==> src/rtl/pcie_io_tx_engine.sv <==
// pcie_io_tx_engine
//
// Completion transmit stage of the PCIe PIO path. When the receive engine
// requests a response this block waits for the memory response (for Cpl/CplD),
// emits a two-beat 3DW Cpl or CplD TLP on the 64-bit AXI-Stream TX interface,
// and pulses o_compl_done so the receive engine can take the next TLP. A
// posted write sends no TLP and only produces the done pulse.
//
// Ports:
//   i_clk, i_nrst            clock, asynchronous active-low reset
//   i_s_axis_tx_tready       core accepts the current beat
//   o_s_axis_tx_t*           TLP beat: data, keep, last, valid (all registered)
//   o_tx_src_dsc             discontinue, tied low
//   i_tx_ena                 response requested (held until o_compl_done)
//   i_tx_completion          send Cpl (no payload)
//   i_tx_with_data           send CplD (1DW payload), wins over i_tx_completion
//   o_compl_done             one-cycle pulse when the response is finished
//   i_completer_id           {bus, device, function} of this endpoint
//   i_req_*                  request header fields, latched in IDLE
//   i_resp_mem_valid/_data   single-cycle memory response, QWORD-aligned data

module pcie_io_tx_engine #(
    parameter int unsigned C_DATA_WIDTH = 64,
    parameter int unsigned KEEP_WIDTH   = C_DATA_WIDTH / 8
) (
    input  logic                    i_clk,
    input  logic                    i_nrst,

    input  logic                    i_s_axis_tx_tready,
    output logic [C_DATA_WIDTH-1:0] o_s_axis_tx_tdata,
    output logic [KEEP_WIDTH-1:0]   o_s_axis_tx_tkeep,
    output logic                    o_s_axis_tx_tlast,
    output logic                    o_s_axis_tx_tvalid,
    output logic                    o_tx_src_dsc,

    input  logic                    i_tx_ena,
    input  logic                    i_tx_completion,
    input  logic                    i_tx_with_data,
    output logic                    o_compl_done,

    input  logic [15:0]             i_completer_id,
    input  logic [2:0]              i_req_tc,
    input  logic                    i_req_td,
    input  logic                    i_req_ep,
    input  logic [1:0]              i_req_attr,
    input  logic [15:0]             i_req_rid,
    input  logic [7:0]              i_req_tag,
    input  logic [7:0]              i_req_be,
    input  logic [12:0]             i_req_addr,

    input  logic                    i_resp_mem_valid,
    input  logic [63:0]             i_resp_mem_data
);

    typedef enum logic [2:0] {
        StIdle,
        StWaitResp,
        StHdr,
        StDw2,
        StDone
    } state_e;

    localparam logic [6:0] FmtTypeCpl  = 7'h0A;
    localparam logic [6:0] FmtTypeCplD = 7'h4A;

    state_e r_state, w_state;

    // Request fields captured in IDLE
    logic        r_with_data;
    logic [2:0]  r_tc;
    logic        r_td;
    logic        r_ep;
    logic [1:0]  r_attr;
    logic [15:0] r_rid;
    logic [7:0]  r_tag;
    logic [3:0]  r_first_be;
    logic [6:0]  r_addr;
    logic [31:0] r_data_dw;

    // Registered stream outputs and their next values
    logic [63:0] r_tdata, w_tdata;
    logic [7:0]  r_tkeep, w_tkeep;
    logic        r_tlast, w_tlast;
    logic        r_tvalid, w_tvalid;
    logic        r_done, w_done;

    logic        w_req_latch;
    logic        w_data_latch;
    logic [11:0] w_byte_count;
    logic [9:0]  w_length;
    logic [6:0]  w_fmt_type;
    logic [6:0]  w_lower_addr;
    logic [31:0] w_dw0, w_dw1, w_dw2;
    logic        w_unused_bits;

    // Last BE and upper address bits play no part in a 1DW completion
    assign w_unused_bits = ^{i_req_be[7:4], i_req_addr[12:7]};

    // Byte count from the first BE; Cpl always reports 4
    always_comb begin
        w_byte_count = 12'd1;
        if (!r_with_data) begin
            w_byte_count = 12'd4;
        end else begin
            casez (r_first_be)
                4'b1??1:                   w_byte_count = 12'd4;
                4'b01?1, 4'b1?10:          w_byte_count = 12'd3;
                4'b0011, 4'b0110, 4'b1100: w_byte_count = 12'd2;
                default:                   w_byte_count = 12'd1;
            endcase
        end
    end

    assign w_fmt_type   = r_with_data ? FmtTypeCplD : FmtTypeCpl;
    assign w_length     = r_with_data ? 10'd1 : 10'd0;
    assign w_lower_addr = r_with_data ? r_addr : 7'd0;

    assign w_dw0 = {1'b0, w_fmt_type, 1'b0, r_tc, 4'b0000, r_td, r_ep, r_attr, 2'b00, w_length};
    assign w_dw1 = {i_completer_id, 3'b000, 1'b0, w_byte_count};
    assign w_dw2 = {r_rid, r_tag, 1'b0, w_lower_addr};

    // Next-state and next-output logic; outputs are registered from these
    always_comb begin
        w_state      = r_state;
        w_tdata      = r_tdata;
        w_tkeep      = r_tkeep;
        w_tlast      = r_tlast;
        w_tvalid     = r_tvalid;
        w_done       = 1'b0;
        w_req_latch  = 1'b0;
        w_data_latch = 1'b0;

        unique case (r_state)
            StIdle: begin
                if (i_tx_ena) begin
                    w_req_latch = 1'b1;
                    if (i_tx_with_data || i_tx_completion) begin
                        w_state = StWaitResp;
                    end else begin
                        w_state = StDone;
                        w_done  = 1'b1;
                    end
                end
            end
            StWaitResp: begin
                if (i_resp_mem_valid) begin
                    w_data_latch = 1'b1;
                    w_state      = StHdr;
                    w_tvalid     = 1'b1;
                    w_tkeep      = 8'hFF;
                    w_tlast      = 1'b0;
                    w_tdata      = {w_dw1, w_dw0};
                end
            end
            StHdr: begin
                if (i_s_axis_tx_tready) begin
                    w_state = StDw2;
                    w_tlast = 1'b1;
                    w_tkeep = r_with_data ? 8'hFF : 8'h0F;
                    w_tdata = {(r_with_data ? r_data_dw : 32'h0), w_dw2};
                end
            end
            StDw2: begin
                if (i_s_axis_tx_tready) begin
                    w_state  = StDone;
                    w_tvalid = 1'b0;
                    w_tlast  = 1'b0;
                    w_tkeep  = 8'h00;
                    w_tdata  = 64'h0;
                    w_done   = 1'b1;
                end
            end
            // One idle cycle lets the receive engine drop i_tx_ena
            StDone: begin
                w_state = StIdle;
            end
            default: begin
                w_state = StIdle;
            end
        endcase
    end

    always_ff @(posedge i_clk or negedge i_nrst) begin
        if (!i_nrst) begin
            r_state  <= StIdle;
            r_tdata  <= 64'h0;
            r_tkeep  <= 8'h00;
            r_tlast  <= 1'b0;
            r_tvalid <= 1'b0;
            r_done   <= 1'b0;
        end else begin
            r_state  <= w_state;
            r_tdata  <= w_tdata;
            r_tkeep  <= w_tkeep;
            r_tlast  <= w_tlast;
            r_tvalid <= w_tvalid;
            r_done   <= w_done;
        end
    end

    always_ff @(posedge i_clk or negedge i_nrst) begin
        if (!i_nrst) begin
            r_with_data <= 1'b0;
            r_tc        <= 3'd0;
            r_td        <= 1'b0;
            r_ep        <= 1'b0;
            r_attr      <= 2'd0;
            r_rid       <= 16'd0;
            r_tag       <= 8'd0;
            r_first_be  <= 4'd0;
            r_addr      <= 7'd0;
        end else if (w_req_latch) begin
            r_with_data <= i_tx_with_data;
            r_tc        <= i_req_tc;
            r_td        <= i_req_td;
            r_ep        <= i_req_ep;
            r_attr      <= i_req_attr;
            r_rid       <= i_req_rid;
            r_tag       <= i_req_tag;
            r_first_be  <= i_req_be[3:0];
            r_addr      <= i_req_addr[6:0];
        end
    end

    // Pick the DW of the QWORD-aligned response that the address selects
    always_ff @(posedge i_clk or negedge i_nrst) begin
        if (!i_nrst) begin
            r_data_dw <= 32'h0;
        end else if (w_data_latch) begin
            r_data_dw <= r_addr[2] ? i_resp_mem_data[63:32] : i_resp_mem_data[31:0];
        end
    end

    assign o_s_axis_tx_tdata  = r_tdata;
    assign o_s_axis_tx_tkeep  = r_tkeep;
    assign o_s_axis_tx_tlast  = r_tlast;
    assign o_s_axis_tx_tvalid = r_tvalid;
    assign o_compl_done       = r_done;
    assign o_tx_src_dsc       = 1'b0;

endmodule

==> config.mk <==
export PLATFORM = sky130hd
export DESIGN_NAME = pcie_io_tx_engine
export DESIGN_NICKNAME = d
export VERILOG_FILES = /design/src/rtl/pcie_io_tx_engine.sv
export SDC_FILE = /design/constraint.sdc
export NUM_CORES = 1
export LEC_CHECK = 0
export BUFFER_PORTS_ARGS = -buffer_cell sky130_fd_sc_hd__buf_4
export CAP_MARGIN = 20
export CELL_PAD_IN_SITES_DETAIL_PLACEMENT = 0
export CELL_PAD_IN_SITES_GLOBAL_PLACEMENT = 1
export CORE_ASPECT_RATIO = 1.25
export CORE_MARGIN = 2
export CORE_UTILIZATION = 38
export DETAILED_ROUTE_END_ITERATION = 10
export PLACE_DENSITY = 0.85
export SYNTH_ARGS = -nofsm -noshare
export SYNTH_HDL_FRONTEND = slang
export SYNTH_SLANG_ARGS = --single-unit
==> constraint.sdc <==
create_clock -name i_clk -period 2.2 [get_ports i_clk]
set_input_delay 0.33 -clock i_clk [delete_from_list [all_inputs] [get_ports i_clk]]
set_output_delay 0.33 -clock i_clk [all_outputs]
set_load 0.02 [all_outputs]
==> flow_summary.yaml <==
pwr:
  p_leak_nw: 4.05
  p_total_mw: 12.5
  cellPowerDensity_nw_per_um2: 1470
  ir_drop_mv: 0.712
clock_network:
  cts_tree: "built"
  root_buffer: "clkbuf_16"
  cts_buffers: 17
  post_cts_buffers: 0
  postCtsHoldBufs: 1
  h-tree-depth: 4
  clk_pin_slew_ns: 0.06
  clock_path_buffers: 2
  cts_sinks: 146
  cts_resized: 0
  worstSkewPairLatency_ns: 0.41
sta:
  finalCriticalPeriod_ns: 1.96
  period_share_pct: 89.3
  holdWs_ns: 0.148
  setup_viol: 0
  tightest_slew_ns: 1.01
  fin_skew_ns: 0.00785
  slew_violations: 0
  fin_tns_setup_ns: 0
  finalHoldViolCount: 0
  max_slew_margin_pct: 32.6
  clock.fmax_mhz: 509
  rsz0062_at_grt: "no"
drt:
  drt_iter0_drc: 195
  drt-total-wl_microns: 15100
  firstDrtPassIters: 4
  vias_per_cell: 4.95
  via_count: 4777
  ant_nets: 0
  drt_drc_violations_left: 0
  wire_per_inst_microns: 15.6
placement:
  dp_hpwl_microns: 10600
  port-buffer-count: 202
  dp_cells: 933
  gp_congestion: 0.740
logic_synthesis:
  synth.distinct_cells: 35
  yosysSeqAreaShare_pct: 59.0
  synthCells: 547
  syn_area_sq_um: 6190
  ys_ff_latch: 146
  synth_warnings: 0
  synth.avg_cell_area_sq_um: 11.3
critical_path:
  ff2ff_setup_slack_ns: 0.24
  cp_data_arrival_time_ns: 2.25
  crit_slowest_cell: "nor2b_1"
  cp-end-kind: "flop"
  crit_path_start_kind: "flop"
  max_stage_delay_ns: 0.78
  crit_chain: "nor2b_1 > a21oi_4 > buf_12 > a22o_1"
  critical_path_peak_fanout: 61
  worstReg2RegStart: "r_state[2]"
  r2r_cells: 4
  r2r_end: "o_s_axis_tx_tdata[10]"
  crit_type: "reg2reg"
  required_ns: 2.49
global_route:
  antenna_found_initial: 0
  grt_max_degree: 65
  grt_pass1_wl_microns: 25100
  grt_pass1_vias: 5038
  track_usage_pct: 18.2
  grt_overflow: 0
worst_hold_path:
  hp-class: "in2reg"
  hold_end: "r_tag[2]"
  hp-start: "i_req_tag[2]"
  hold_depth: 2
final_layout:
  finalNonFillerCells: 966
  antenna_cells: 0
  syn2layout_area_growth_pct: 37.1
  fillers: 1414
  nets: 876
  drive_gt1_share_pct: 39.6
  fin_util_pct: 52.8
die:
  placementRows: 52
  die_w_microns: 118
  dieHeight_microns: 147
  initial_utilization_pct: 38.5
  die-area_sq_um: 17300
  coreArea_sq_um: 16100
  ios: 215
job:
  max_cap_violations: 0
outcome:
  status: "finished clean"
worst max path at each step:
| stage | endpoint | startpoint |
|---|---|---|
| after detailed placement | o_s_axis_tx_tdata[29] | r_state[2] |
| after global routing | o_s_axis_tx_tdata[33] | r_state[2] |
| after floorplan | r_addr[4] | r_state[1] |
| after global placement | o_s_axis_tx_tdata[33] | r_state[2] |
| after CTS | o_s_axis_tx_tdata[10] | r_state[2] |
| final | o_s_axis_tx_tdata[10] | r_state[2] |
power breakdown:
group	internal, mW	leakage [nW]	switching (mW)
clock	1.65	0.282	1.11
sequential	3.92	1.78	0.810
combinational	2.31	1.98	2.66
state kept, by name, summed over array words and instances (netlist names):
signal	cells
o_s_axis_tx_tdata	63
r_data_dw	32
r_rid	16
r_tag	8
r_addr	7
r_first_be	4
r_state	3
r_tc	3
o_s_axis_tx_tkeep	2
r_attr	2
o_compl_done	1
o_s_axis_tx_tlast	1
o_s_axis_tx_tvalid	1
r_ep	1
r_td	1
r_with_data	1
cell families (layout without fill, tap and decap cells):
logic type | count (synthesis) | in the layout | share of synthesized area [%]
AOI/OAI and AO/OA | 143 | 143 | 13.5
xor gates and xnor gates | 1 | 1 | 0.142
buffers and inverters | 53 | 255 | 5.24
muxes | 75 | 75 | 13.0
and+or+nand+nor | 128 | 128 | 9.00
DFF | 146 | 146 | 59.0
other | 1 | 2 | 0.0606
final cells by class:
class	instances	area [sq um]	share of cell area, %
clock inverters	12	105	1.24
well taps	216	270	3.18
repair buffers	218	1740	20.5
inverters	5	18.8	0.221
clock buffers	20	467	5.50
flip-flops and latches	146	3650	43.1
multi-input cells	349	2230	26.2
routing by layer:
metal  vias up  GRT usage [%]  routed length, microns  share of wire (%)
met4         0           5.60                     185                1.2
li1       2268              -                       -                  -
met2       141           31.4                    7820                 52
met5         -              0                       0                  0
met3        15           5.35                     890                5.9
met1      2353           21.8                    6160                 41
layout by cell type (no fill, tap or decap), types with 2 or more instances in the layout:
master,synthesis,routed
a211oi_1,3,3
a21oi_1,46,46
a22o_1,14,14
a22oi_1,18,18
and3_1,8,8
buf_12,0,8
buf_4,15,208
clkbuf_16,0,17
clkbuf_8,0,3
clkinv_2,0,5
clkinv_4,0,2
clkinvlp_4,0,2
conb_1,1,2
dfrtp_1,146,145
inv_1,5,5
inv_6,0,2
mux2_1,2,2
mux2_2,41,41
mux2i_1,32,32
nand2_1,74,74
nor2_1,34,34
nor2b_1,2,2
nor3_1,2,2
nor3_4,1,2
o21ai_0,56,56
critical path, delay by kind of cell (launching register included):
| family | cells | cell delay (ns) |
|---|---|---|
| buffers and inverters | 1 | 0.22 |
| and+or+nand+nor | 1 | 0.78 |
| AOI/OAI and AO/OA | 2 | 0.43 |
| DFF | 1 | 0.38 |
synth_stat cells:
cell,n,share of area [%]
nor3_2,2,0.32
and3_1,8,0.81
mux2_2,41,7.5
nor4bb_1,1,0.16
o21ai_1,1,0.081
xor2_1,1,0.14
buf_4,15,1.8
a22o_1,14,2.0
buf_6,7,1.3
buf_2,13,1.1
nand2b_1,1,0.10
o31ai_1,1,0.12
a21oi_1,46,3.7
a22oi_1,18,2.2
a31oi_1,1,0.10
nor2b_1,2,0.20
a21oi_2,1,0.14
inv_1,5,0.30
nor3_4,1,0.26
and4bb_2,1,0.20
or3_1,1,0.10
mux2i_1,32,5.2
a211oi_1,3,0.36
a21o_1,1,0.12
buf_1,1,0.061
conb_1,1,0.061
a21bo_2,1,0.16
nor3_1,2,0.16
nand2_1,74,4.5
dfrtp_1,146,59
clkbuf_1,12,0.73
o21ai_0,56,4.5
nand3b_1,1,0.12
nor2_1,34,2.1
mux2_1,2,0.36
through the flow:
step                      worst slack [ns]  area, sq um
after floorplan                      0.611         6190
after global placement               0.257         7900
after detailed placement             0.214         7900
after CTS                            0.232         8490
after global routing                0.0862         8490
final                                0.236         8490
(Power assumes the default switching activity.)
